**config.mk**
```make
export PLATFORM = sky130hd
export DESIGN_NAME = ibex_ex_issue_ctrl
export DESIGN_NICKNAME = d
export VERILOG_FILES = /design/src/rtl/ibex_ex_issue_ctrl.sv
export SDC_FILE = /design/constraint.sdc
export NUM_CORES = 1
export LEC_CHECK = 0
export ABC_CLOCK_PERIOD_IN_PS = 4100
export BUFFER_PORTS_ARGS = -buffer_cell sky130_fd_sc_hd__buf_2
export CORE_UTILIZATION = 39
export DETAILED_ROUTE_END_ITERATION = 6
export HOLD_SLACK_MARGIN = 0.12
export PLACE_DENSITY = 0.68
export SLEW_MARGIN = 20
export SYNTH_ARGS = -nofsm -noshare
export SYNTH_HDL_FRONTEND = slang
export SYNTH_SLANG_ARGS = --single-unit
```
**constraint.sdc**
```tcl
create_clock -name clk_i -period 4.1 [get_ports clk_i]
set_clock_uncertainty 0.05 [all_clocks]
set_input_delay 0.41 -clock clk_i [delete_from_list [all_inputs] [get_ports clk_i]]
set_output_delay 0.41 -clock clk_i [all_outputs]
set_load 0.01 [all_outputs]
```
**src/rtl/ibex_ex_issue_ctrl.sv**
```systemverilog
// Issue/writeback control for one in-flight EX instruction:
// accept -> EXEC (multi-cycle, timeout-guarded) -> WB handshake.
module ibex_ex_issue_ctrl #(
    parameter int unsigned MaxCycles = 40
) (
    input  logic             clk_i,
    input  logic             rst_i,
    input  logic             instr_valid_i,
    output logic             instr_ready_o,
    input  logic             op_mult_i,
    input  logic             op_div_i,
    input  logic [4:0]       rd_addr_i,
    input  logic             flush_i,
    output logic             mult_en_o,
    output logic             div_en_o,
    output logic             alu_instr_first_cycle_o,
    output logic             multdiv_ready_id_o,
    input  logic             ex_valid_i,
    input  logic [31:0]      result_ex_i,
    input  logic [1:0]       imd_val_we_i,
    input  logic [1:0][33:0] imd_val_d_i,
    output logic [1:0][33:0] imd_val_q_o,
    output logic             wb_valid_o,
    input  logic             wb_ready_i,
    output logic [4:0]       wb_rd_addr_o,
    output logic [31:0]      wb_data_o,
    output logic             busy_o,
    output logic             timeout_o
);

    typedef enum logic [1:0] {
        IDLE = 2'd0,
        EXEC = 2'd1,
        WB   = 2'd2
    } state_e;

    localparam logic [5:0] CntLimit = 6'(MaxCycles - 1);

    state_e           r_state;
    state_e           w_state_next;
    logic             r_mult;
    logic             r_div;
    logic [4:0]       r_rd_addr;
    logic [5:0]       r_cycle_cnt;
    logic [31:0]      r_wb_data;
    logic [1:0][33:0] r_imd_val;

    logic w_in_exec;
    logic w_instr_ready;
    logic w_accept;
    logic w_complete;
    logic w_timeout;

    assign w_in_exec     = (r_state == EXEC);
    assign w_instr_ready = !flush_i && ((r_state == IDLE) || ((r_state == WB) && wb_ready_i));
    assign w_accept      = instr_valid_i && w_instr_ready;
    // ex_valid_i beats the timeout in the same cycle; flush_i overrides both.
    assign w_complete    = w_in_exec && ex_valid_i && !flush_i;
    assign w_timeout     = w_in_exec && !ex_valid_i && !flush_i && (r_cycle_cnt >= CntLimit);

    always_comb begin
        // NOTE: every signal driven here gets a default first, so no path can infer a latch.
        w_state_next            = r_state;
        instr_ready_o           = w_instr_ready;
        mult_en_o               = 1'b0;
        div_en_o                = 1'b0;
        alu_instr_first_cycle_o = 1'b0;
        multdiv_ready_id_o      = 1'b0;
        wb_valid_o              = 1'b0;
        busy_o                  = 1'b1;
        timeout_o               = w_timeout;

        unique case (r_state)
            IDLE: begin
                busy_o = 1'b0;
                if (w_accept) begin
                    w_state_next = EXEC;
                end
            end
            EXEC: begin
                mult_en_o               = r_mult;
                div_en_o                = r_div;
                alu_instr_first_cycle_o = (r_cycle_cnt == 6'd0);
                multdiv_ready_id_o      = 1'b1;
                if (w_complete) begin
                    w_state_next = WB;
                end else if (w_timeout) begin
                    w_state_next = IDLE;
                end
            end
            WB: begin
                wb_valid_o = 1'b1;
                if (wb_ready_i) begin
                    w_state_next = w_accept ? EXEC : IDLE;
                end
            end
            default: begin
                busy_o       = 1'b0;
                w_state_next = IDLE;
            end
        endcase

        if (flush_i) begin
            w_state_next = IDLE;
        end
    end

    // NOTE: sequential state uses non-blocking assignments so every register samples pre-edge values.
    always_ff @(posedge clk_i) begin
        if (rst_i) begin
            r_state     <= IDLE;
            r_mult      <= 1'b0;
            r_div       <= 1'b0;
            r_rd_addr   <= 5'd0;
            r_cycle_cnt <= 6'd0;
            r_wb_data   <= 32'd0;
        end else begin
            r_state <= w_state_next;
            if (w_accept) begin
                r_mult      <= op_mult_i;
                r_div       <= op_div_i;
                r_rd_addr   <= rd_addr_i;
                r_cycle_cnt <= 6'd0;
            end else if (w_in_exec && !ex_valid_i && (r_cycle_cnt != 6'h3F)) begin
                r_cycle_cnt <= r_cycle_cnt + 6'd1;
            end
            if (w_complete) begin
                r_wb_data <= result_ex_i;
            end
        end
    end

    // NOTE: the intermediate-value registers are reset, yet deliberately survive completion and flush.
    always_ff @(posedge clk_i) begin
        if (rst_i) begin
            r_imd_val <= '0;
        end else begin
            for (int i = 0; i < 2; i++) begin
                if (w_in_exec && imd_val_we_i[i]) begin
                    r_imd_val[i] <= imd_val_d_i[i];
                end
            end
        end
    end

    assign imd_val_q_o  = r_imd_val;
    assign wb_rd_addr_o = r_rd_addr;
    assign wb_data_o    = r_wb_data;

endmodule

```
==> results of run 1 <==
## worst min-delay path, cell delays in order
cell and delay (ps):
buf_2 110, nand3_1 70, o22ai_1 80
## power breakdown
part           total (mW)  internal (mW)  switching (mW)
Sequential           1.15           1.14          0.0112
Clock                1.51           1.02           0.484
Combinational       0.261          0.144           0.117
## cell usage after synthesis, types with 2 or more instances
cell	n
buf_6	3
buf_2	8
nor3_1	2
ha_1	6
dfxtp_1	115
a21oi_1	104
clkbuf_1	23
nor2_2	4
inv_1	6
nand2_1	206
a211oi_1	2
xnor2_1	5
nand3_1	3
mux2i_1	8
o22ai_1	2
and2_1	5
nor2_1	13
## per-stage QoR
| stage | instances | hold slack [ps] |
|---|---|---|
| after floorplan | 531 | 402 |
| after global placement | 860 | 389 |
| after detailed placement | 860 | 393 |
| after CTS | 997 | 143 |
| after global routing | 997 | 173 |
| final | 997 | 183 |
## sequential cells by signal, summed over array words and instances (netlist names)
register      cells
wb_rd_addr_o      5
wb_data_o        32
r_mult            1
r_cycle_cnt       6
r_div             1
r_state           2
imd_val_q_o      68
## metal layers
layer  track usage  up-vias  share of wire
li1              -     2358              -
met1         0.254     2163           0.41
met2         0.412      204           0.50
met3        0.0705       26          0.074
met4         0.116        0          0.022
met5             0        -              0
## area by class of cell
type                            count  area [um2]
Clock buffer                       20         455
Clock inverter                     10         156
Fill cell                         792        3330
Inverter                            6        22.5
Multi-Input combinational cell    374        1800
Sequential cell                   115        2300
Tap cell                          136         170
Timing Repair Buffer              336        2220
## logic make-up after synthesis
family                     share of synthesized area
adders and majority gates                     0.0175
and+or+nand+nor                                0.228
buffers and inverters                         0.0453
AOI/OAI and AO/OA                              0.142
muxes                                         0.0187
DFF                                            0.538
xor gates and xnor gates                      0.0102
## timing repair
| action | in CTS | in global routing |
|---|---|---|
| setup buffers | 0 | 0 |
| hold endpoints to repair | 107 | 0 |
| hold buffers | 107 | 0 |
| gates resized for setup | 0 | 0 |
## path summary, 6_finish.rpt
| kind | from | to | depth (start not counted) |
|---|---|---|---|
| min | ex_valid_i | r_state[1]$_SDFFE_PP0P_ | 3 |
| max | r_state[1]$_SDFFE_PP0P_ | alu_instr_first_cycle_o | 5 |
| max reg2reg | r_state[1]$_SDFFE_PP0P_ | wb_data_o[17]$_SDFFE_PP0N_ | 6 |
| min reg2reg | wb_data_o[21]$_SDFFE_PP0N_ | wb_data_o[21]$_SDFFE_PP0N_ | 2 |
## layout by cell type (no fill, tap or decap), types with 2 or more instances in the layout
cell,n
buf_2,226
nand2_1,204
dfxtp_1,115
dlygate4sd3_1,107
a21oi_1,104
clkbuf_16,16
nor2_1,12
mux2i_1,8
inv_1,6
ha_1,6
and2_1,5
xnor2_1,5
nor2_2,4
clkbuf_8,4
bufinv_16,4
clkinv_2,4
nand3_1,3
buf_4,3
nor3_1,2
nand2_2,2
o22ai_1,2
a211oi_1,2
==> qor.yml, run 1 <==
min_period_over_period: 0.560
ys_types: 33
syn_inst: 531
synth_seq_area_share: 0.538
cp_top_family: "adder cells"
required_ps: 3640
post-place-ws_ps: 1750
yosysTopAreaCellShare: 0.538
nets: 971
power.total_mw: 2.92
crit_path_end_kind: "output port"
synth.area.top_cells: "dfxtp_1 (54%), nand2_1 (18%), a21oi_1 (12%), clkbuf_1 (2.0%), mux2i_1 (1.9%)"
ios: 228
worst_pin_slew_ps: 1140
slew-limit-headroom: 0.242
critical_path.cell_chain: "inv_1 -> ha_1 -> nand3_1 -> nor3_1 -> buf_2"
start_util: 0.409
antenna_found_initial: 0
cts_tree: "done"
fin_util: 0.682
port_buffers: 227
ys.flop_type: "dfxtp_1"
peakVddDrop_mv: 0.200
num_rows: 37
critical_path_arrival_ps: 1840
routed_wl_mm: 13.8
h-tree-depth: 4
grt_pass1_vias: 4644
synth_largest_area_cell: "dfxtp_1"
drive_gt1_frac: 0.317
max_cap_violations: 0
grt_overflow_total: 0
fp.coreArea_um2: 10500
async_flop_share: 0
path_buf_inv: 2
synth_enable_flop_cells: 0
drtIter0Drc: 315
wl_per_cell_um: 13.8
gp_congestion: 0.821
die_area_um2: 11400
grt_use_total: 0.234
dpl_cell_area_um2: 5440
final_area_um2: 7130
worst_path_max_delay_cell: "ha_1"
fmax_mhz: 436
p_leak_nw: 3.17
rrSetupSlack_ps: 2000
path_class: "register to output port"
drt_first_pass_iters: 4
grt_max_degree: 111
syn_to_final_growth_pct: 66.5
rsz0062_at_grt: "false"
syn_area_um2: 4280
vias_per_cell: 4.77
p_per_area_nw_per_um2: 410
ys.warnings.count: 0
maxSlewViolCount: 0
cts_root_buf: "clkbuf_8"
vias: 4751
setup_viol_count_final: 0
status: "finished clean"
clkSlewWorstSetupHoldPaths_ps: 60
crit_fanout: 13
dieWidth_um: 107
drc: 0
numCtsBuffers: 17
critPathLaunchType: "register"
insertion_delay_ps: 490
hpwl_mm: 8.05
hold_violations: 0
ys_ff_latch: 115
finalCriticalPeriod_ps: 2300
hold_class: "input port to register"
antenna_cells: 0
slowest_delay_ps: 450
grt_pass1_wl_mm: 21.0
cts.path.max_buffers: 2
fin_tns_setup_ps: 0
die_h_um: 107
cts_sinks: 115
ant_nets: 0
fin_ws_ps: 1800
synthesis.nets: 652
syn_avg_cell_area_um2: 8.07
No activity file was read; power rests on OpenSTA's default activity.
==> inputs of run 2 (changes only) <==
ABC_CLOCK_PERIOD_IN_PS = 2100   (was 4100)
PLACE_DENSITY = 0.71   (was 0.68)
clock period = 2.1 ns   (was 4.1 ns; I/O delays follow)
==> run 2 against run 1 <==
Against the previous run: sequential share of layout area is 0.15 points lower; register-to-register slack worse by 1700 ps; worst hold slack better by 67 ps; combinational power is 100% higher; cell count is 1.2% higher; non-clock buffer count is 10 higher; total power is 85% higher; sequential cell count stayed put; design area is 0.51% higher; critical path depth stayed put; global-route usage is 1.6 points higher; die area stayed put; critical path type unchanged.
==> qor.yml, run 2 (synthesis results as in run 1) <==
critPathLaunchType: "register"
insertion_delay_ps: 500  # about the same
vias: 4927  # +3.7%
fin_ws_ps: 173  # -1630 ps
slowest_delay_ps: 380  # -70 ps
grt_pass1_wl_mm: 22.4  # +6.6%
fmax_mhz: 519
path_class: "register to output port"
h-tree-depth: 4  # unchanged
layout_commonest_cell: "buf_2"
wl_per_cell_um: 14.2  # +2.9%
required_ps: 1840  # -1800 ps
port_buffers: 227  # unchanged
grt_use_total: 0.250  # +0.0164
num_rows: 37  # unchanged
finalCriticalPeriod_ps: 1930
post_cts.repair.setup_buffers: 0  # unchanged
drtIter0Drc: 398  # +26%
vias_per_cell: 4.88  # +2.5%
dp_cells: 865  # +0.58%
hold_ws_ps: 250  # +67.0 ps
fp.coreArea_um2: 10500  # unchanged
drt_first_pass_iters: 5  # +1
fin_util: 0.685  # +0.00347
grt_max_degree: 108  # -2.7%
instances_no_fill: 1009  # +1.2%
fin_tns_setup_ps: 0  # unchanged
clkSlewWorstSetupHoldPaths_ps: 60  # about the same
slew-limit-headroom: 0.625  # +0.383
rrSetupSlack_ps: 300  # -1700 ps
critical_path.cell_chain: "inv_1 -> ha_2 -> buf_4 -> and2_1 -> buf_2"
hold_violations: 0  # unchanged
hpwl_mm: 8.46  # +5.1%
critical_path_arrival_ps: 1670  # -170 ps
antenna_cells: 0  # unchanged
setup_viol_count_final: 0  # unchanged
ant_nets: 0  # unchanged
p_leak_nw: 3.17  # about the same
peakVddDrop_mv: 0.433  # +120%
maxSlewViolCount: 0  # unchanged
final_area_um2: 7170  # +0.51%
worst_pin_slew_ps: 563  # -574 ps
gp_congestion: 0.762  # -7.2%
ios: 228  # unchanged
min_period_over_period: 0.918
p_per_area_nw_per_um2: 754  # +84%
mostFrequentLayoutCells: "buf_2 (226), nand2_1 (206), dfxtp_1 (114)"
largest_reg_flops: 68  # unchanged
die_area_um2: 11400  # unchanged
drive_gt1_frac: 0.320  # +0.00251
crit_fanout: 8  # -5
syn_to_final_growth_pct: 67.3
grt_overflow_total: 0  # unchanged
start_util: 0.409  # unchanged
routed_wl_mm: 14.4  # +4.1%
cts_sinks: 115  # unchanged
power.total_mw: 5.40  # +85%
nets: 981  # +1.0%
post-place-ws_ps: 304  # -1450 ps
cts.path.max_buffers: 2  # unchanged
worst_path_max_delay_cell: "dfxtp_1"
max_cap_violations: 0  # unchanged
die_h_um: 107  # unchanged
crit_path_end_kind: "output port"
drc: 0  # unchanged
hold_class: "input port to register"
rsz0062_at_grt: "false"
cts_root_buf: "clkbuf_8"
num-fill-cells: 762  # -3.8%
antenna_found_initial: 0  # unchanged
cts_tree: "done"
numCtsBuffers: 17  # unchanged
status: "finished clean"
dpl_cell_area_um2: 5490  # +0.92%
grt_pass1_vias: 4861  # +4.7%
dieWidth_um: 107  # unchanged
run 2: where the power goes:
group          internal [mW]  switching (mW)
clock                   1.63            1.00
combinational          0.293           0.230
sequential              2.23          0.0233
run 2: layout make-up:
| cell class | instances | area (um2) | area share |
|---|---|---|---|
| timing repair buffer | 346 | 2320 | 0.324 |
| multi-input combinational | 374 | 1790 | 0.250 |
| tap | 136 | 170 | 0.0237 |
| inverter | 6 | 22.5 | 0.00314 |
| clock buffer | 20 | 445 | 0.0622 |
| clock inverter | 12 | 109 | 0.0152 |
| sequential | 115 | 2300 | 0.321 |
run 2: path summary, 6_finish.rpt:
kind	startpoint	end	cells after the start
worst min register to register	imd_val_q_o[7]$_SDFFE_PP0P_	imd_val_q_o[7]$_SDFFE_PP0P_	2
worst max register to register	r_state[1]$_SDFFE_PP0P_	r_state[1]$_SDFFE_PP0P_	6
worst min-delay path	imd_val_we_i[0]	imd_val_q_o[12]$_SDFFE_PP0P_	5
worst max-delay path	r_state[1]$_SDFFE_PP0P_	div_en_o	5
run 2: repair_timing:
item,4_1_cts,5_1_grt
hold buffers,112,0
gates resized for setup,0,2
hold endpoints to repair,109,0
endpoints found under the setup margin,0,2
run 2: worst max-delay path: cells and delay by family, from the launching register on:
kind / cells / cell delay [ps]
flops: 1 / 380
simple gates: 1 / 160
fa+ha+maj: 1 / 230
buf+inv: 3 / 420
run 2: per-layer routing:
layer  share of wire  up-vias  global-route usage
li1                -     2375                   -
met1            0.40     2283               0.272
met2            0.51      241               0.452
met3           0.079       28              0.0736
met4           0.018        0               0.106
met5               0        -                   0
